**src/rtl/pads_config_seq.sv**
```systemverilog
// Pad receive/output-enable sequencer with handshaked, break-before-make configuration updates.
// Optional macro PADS_CONFIG_LOCK_EN adds a sticky lock that freezes the LOCK_MASK pads.
module pads_config_seq #(
    parameter int unsigned        N_PADS    = 44,
    parameter int unsigned        DEAD_CYC  = 4,
    parameter logic [N_PADS-1:0]  RST_RE    = '1,
    parameter logic [N_PADS-1:0]  LOCK_MASK = '0
) (
    input  logic              clk,
    input  logic              resetb,
    input  logic [N_PADS-1:0] cnfg_io,
    input  logic [N_PADS-1:0] cnfg_en,
    input  logic              cfg_valid,
    output logic              cfg_ready,
    output logic              cfg_done,
    input  logic              lock_req,
    output logic              cfg_locked,
    output logic [N_PADS-1:0] re,
    output logic [N_PADS-1:0] oe
);

    typedef enum logic {IDLE, DEAD} state_t;

    state_t            state, state_n;
    logic [7:0]        cnt, cnt_n;
    logic [N_PADS-1:0] re_n, oe_n;
    logic [N_PADS-1:0] sh_re, sh_oe, sh_re_n, sh_oe_n;
    logic [N_PADS-1:0] flip, flip_n;
    logic [N_PADS-1:0] keep, tgt_re, tgt_oe, flip_now;
    logic              done_n;

`ifdef PADS_CONFIG_LOCK_EN
    logic locked;

    // The lock register is read before update, so an accept on the lock edge stays unlocked.
    always_ff @(posedge clk) begin
        if (!resetb) begin
            locked <= 1'b0;
        end else if (lock_req && cfg_ready) begin
            locked <= 1'b1;
        end
    end

    assign cfg_locked = locked;
    assign keep       = locked ? LOCK_MASK : '0;
`else
    logic unused_lock;

    assign unused_lock = ^{lock_req, LOCK_MASK};
    assign cfg_locked  = 1'b0;
    assign keep        = '0;
`endif

    // Locked pads target their current pair, so they can never flip.
    assign tgt_re   = (keep & re) | (~keep & cnfg_en & ~cnfg_io);
    assign tgt_oe   = (keep & oe) | (~keep & cnfg_en & cnfg_io);
    assign flip_now = (re | oe) & (tgt_re | tgt_oe) & ((re ^ tgt_re) | (oe ^ tgt_oe));

    assign cfg_ready = (state == IDLE);

    always_comb begin
        state_n = state;
        cnt_n   = cnt;
        re_n    = re;
        oe_n    = oe;
        sh_re_n = sh_re;
        sh_oe_n = sh_oe;
        flip_n  = flip;
        done_n  = 1'b0;
        case (state)
            IDLE: begin
                cnt_n = '0;
                if (cfg_valid) begin
                    re_n    = tgt_re & ~flip_now;
                    oe_n    = tgt_oe & ~flip_now;
                    sh_re_n = tgt_re;
                    sh_oe_n = tgt_oe;
                    flip_n  = flip_now;
                    if (|flip_now) begin
                        state_n = DEAD;
                        cnt_n   = 8'(DEAD_CYC - 1);
                    end else begin
                        done_n = 1'b1;
                    end
                end
            end
            DEAD: begin
                if (cnt == 8'd0) begin
                    re_n    = (re & ~flip) | (sh_re & flip);
                    oe_n    = (oe & ~flip) | (sh_oe & flip);
                    done_n  = 1'b1;
                    state_n = IDLE;
                end else begin
                    cnt_n = cnt - 8'd1;
                end
            end
            default: state_n = IDLE;
        endcase
    end

    always_ff @(posedge clk) begin
        if (!resetb) begin
            state    <= IDLE;
            cnt      <= '0;
            re       <= RST_RE;
            oe       <= '0;
            sh_re    <= '0;
            sh_oe    <= '0;
            flip     <= '0;
            cfg_done <= 1'b0;
        end else begin
            state    <= state_n;
            cnt      <= cnt_n;
            re       <= re_n;
            oe       <= oe_n;
            sh_re    <= sh_re_n;
            sh_oe    <= sh_oe_n;
            flip     <= flip_n;
            cfg_done <= done_n;
        end
    end

endmodule

```
**config.mk**
```make
export PLATFORM = sky130hd
export DESIGN_NAME = pads_config_seq
export DESIGN_NICKNAME = d
export VERILOG_FILES = /design/src/rtl/pads_config_seq.sv
export SDC_FILE = /design/constraint.sdc
export NUM_CORES = 1
export LEC_CHECK = 0
export BUFFER_PORTS_ARGS = -buffer_cell sky130_fd_sc_hd__buf_2
export CAP_MARGIN = 0
export CORE_MARGIN = 2
export CORE_UTILIZATION = 55
export DETAILED_ROUTE_END_ITERATION = 8
export PLACE_DENSITY = 0.78
export SKIP_LAST_GASP = 1
export SYNTH_ARGS = -nofsm -noshare
export SYNTH_HDL_FRONTEND = slang
export SYNTH_SLANG_ARGS = --single-unit
```
**constraint.sdc**
```tcl
create_clock -name clk -period 2.39 [get_ports clk]
set_input_delay 0.5975 -clock clk [delete_from_list [all_inputs] [get_ports clk]]
set_output_delay 0.5975 -clock clk [all_outputs]
set_load 0.02 [all_outputs]
```
==> run metrics <==
final hold vios=0; Post-CTS Setup Inserts=0; Remaining Overflow, GRT=0; vias in the first global route=9357; final net count=1527; Worst Hold Class=in -> reg; Setup Total Neg Slack=0 ns; clk root buf=clkbuf_16; Clk Latency, worst-skew pair=0.51 ns; Pre-antenna DRT Iters=6; pwr dens=775 mW/mm^2; reg2reg path depth=6; Setup Skew=0.0168 ns; #FFs+latches synth=230; EDFF count, synth=0; critical path arrival=2.69 ns; RSZ-0062 raised after global routing=false; leak pwr=5.05 nW; row count=51; internal power=7.26 mW; Antenna Nets Post-Route=0; Reg2Reg Launch Point=cnt[3]$_SDFFE_PN0P_; max cap viols=0; YS warnings=0; IO Pins=183; Num CTS Buffers=25; vias per cell=5.90; worst hold margin=0.388 ns; Total Power=10.1 mW; Sw Ratio=28.3%; Max Fclk=0.437 GHz; routed wire length=28100 um; dominant synthesized flop cell=dfxtp_1; post-DP HPWL=18700 um; register area share after synthesis=41.7%; Remaining DRCs=0; cell area after synthesis=0.0111 mm^2; clock-pin slew on the worst setup and hold paths=0.07 ns; Net Count, Synth=1382; Mapped Cells=1288; share of the synthesized area in the top cell type=41.7%; Die ar.=0.0212 mm^2; Vias=10100; top cells by area, synth=dfxtp_1 42%, nand2_1 7.0%, o21ai_0 4.8%; Max-slew headroom=42.0%; post-route clock period utilization=95.8%; wire per inst=16.4 um; Initial Util=56.4%; Setup crit end kind=flip-flop; Hold Crit Depth=3; Hold Path Sink=sh_re[17]$_SDFFE_PN0P_; share of post-route cells with drive strength above 1=20.4%; initial antenna violation count=0; clk buf depth=3; Distinct cells, synth=44; Seq pwr share=42.7%; Avg Cell Area, Syn=8.58 um^2; leading area contributor after synthesis=dfxtp_1; VDD IR-drop max=0.000534 V; Switch Pwr=2.87 mW; worst-margin pin slew=0.871 ns; critical path required time=2.79 ns; reg-to-reg slack, setup=0.10 ns; Tmin final=2.29 ns; # hold bufs at CTS=0; maximum level of the CTS H-tree=1; crit start category=flip-flop; Core Util, Final=66.7%; CTS tree=done; final setup fails=0; Chip Height=146 um; GP Congestion=0.844; status=complete, no violations; die span in x=146 um; CP max FO=28; GRT Util Overall=25.8%; CP Class=reg -> reg; largest net degree at the start of global routing=97; Synth-to-Final Area Change=18.3%; Slew Limit Fails=0; worst hold start=cnfg_en[17]; clk sink count=230; first-pass GRT wire length=46700 um; ys async rst share=0%; Starting DRT DRC Count=710; Core Box Area=0.0196 mm^2; Combinational Power Share=18.5%; IO Port Bufs=180; power share of the clock group=38.8%
-- power by group through the flow --
stage | clock (mW) | combinational [mW] | sequential, mW
6_report | 3.93 | 1.88 | 4.33
5_1_grt | 4.17 | 2.06 | 4.36
4_1_cts | 3.99 | 1.87 | 4.32
3_5_place_dp | 0 | 1.86 | 4.40
3_3_place_gp | 0 | 1.82 | 4.39
2_1_floorplan | 0 | 1.10 | 4.52
-- cells by family after synthesis --
logic type,synth area share [%]
compound gates,20.7
buf+inv,3.41
simple gates,29.2
xor+xnor,0.317
fa+ha+maj,0.226
flops,41.7
other cells,0.0339
mux,4.48
-- synthesized netlist by cell type, types with 6 or more instances --
cell type and n:
a21boi_0 68, a21oi_1 43, a22oi_1 12, a311o_1 44, a311oi_1 40, a31oi_1 7
and2_1 64, and3_1 44, buf_1 6, buf_2 7, clkbuf_1 68, dfxtp_1 230
mux2_2 44, nand2_1 207, nand2b_1 40, nand3_1 25, nand3b_1 45, nand4_1 9
nor2_1 6, nor2b_1 41, nor3_1 46, nor4b_1 45, o21ai_0 106
-- critical path, stage by stage (launching register included) --
cell	delay (ns)
dfxtp_1	0.34
or4_1	0.58
nor3_4	0.31
buf_12	0.26
a21oi_1	0.16
a311o_1	0.34
and3_1	0.18
-- routing by layer --
metal	vias to the layer above	track usage (%)	wire, um
met5	-	0	0
met4	0	6.57	508
met3	38	4.70	1990
met2	317	41.5	12700
met1	4783	35.9	12900
li1	4990	-	-
-- layout by cell type, fill, tap and decap left out, types with 12 or more instances in the layout --
| cell | n |
|---|---|
| mux2_2 | 44 |
| nand3b_1 | 45 |
| a311o_1 | 44 |
| nor2b_1 | 40 |
| a311oi_1 | 40 |
| a22oi_1 | 12 |
| nand2b_1 | 40 |
| and3_1 | 44 |
| clkbuf_16 | 25 |
| nor3_1 | 46 |
| nand2_1 | 206 |
| nor4b_1 | 45 |
| nand3_1 | 25 |
| and2_1 | 64 |
| o21ai_0 | 106 |
| buf_2 | 179 |
| dfxtp_1 | 229 |
| a21oi_1 | 43 |
| buf_4 | 17 |
| a21boi_0 | 68 |
-- stage by stage --
stage                     instance area [um^2]  instances  setup WS [ns]
after floorplan                          11100       1288          0.204
after CTS                                13100       1713         0.0850
after global routing                     13100       1713         0.0117
after global placement                   12200       1671          0.114
after detailed placement                 12200       1671         0.0605
final                                    13100       1716          0.100
-- how the worst max path moves through the flow --
| stage | start | endpoint | slack [ns] | cells after the start |
|---|---|---|---|---|
| 4_1_cts | cnt[3]$_SDFFE_PN0P_ | cnt[1]$_SDFFE_PN0P_ | 0.09 | 6 |
| 2_1_floorplan | cnt[2]$_SDFFE_PN0P_ | flip-flop | 0.20 | 7 |
| 6_report | cnt[3]$_SDFFE_PN0P_ | flip-flop | 0.10 | 6 |
| 3_3_place_gp | cnfg_io[2] | cfg_done$_SDFF_PN0_ | 0.11 | 7 |
| 3_5_place_dp | cnfg_io[2] | cfg_done$_SDFF_PN0_ | 0.06 | 7 |
| 5_1_grt | cnt[3]$_SDFFE_PN0P_ | flip-flop | 0.01 | 6 |
-- timing repair --
item / CTS / global route
endpoints found under the setup margin: 0 / 2
gates resized for setup: 0 / 1
hold endpoints to repair: 0 / 0
-- final cells by class --
class                   count  area, um^2
clock buffers              36         757
fillers                  1667        6520
flip-flops and latches    230        4610
well taps                 265         332
repair buffers            204        1180
diodes                      3        7.51
inverters                   3        11.3
multi-input cells         969        6090
clock inverters             6        83.8
(Power assumes the default switching activity.)
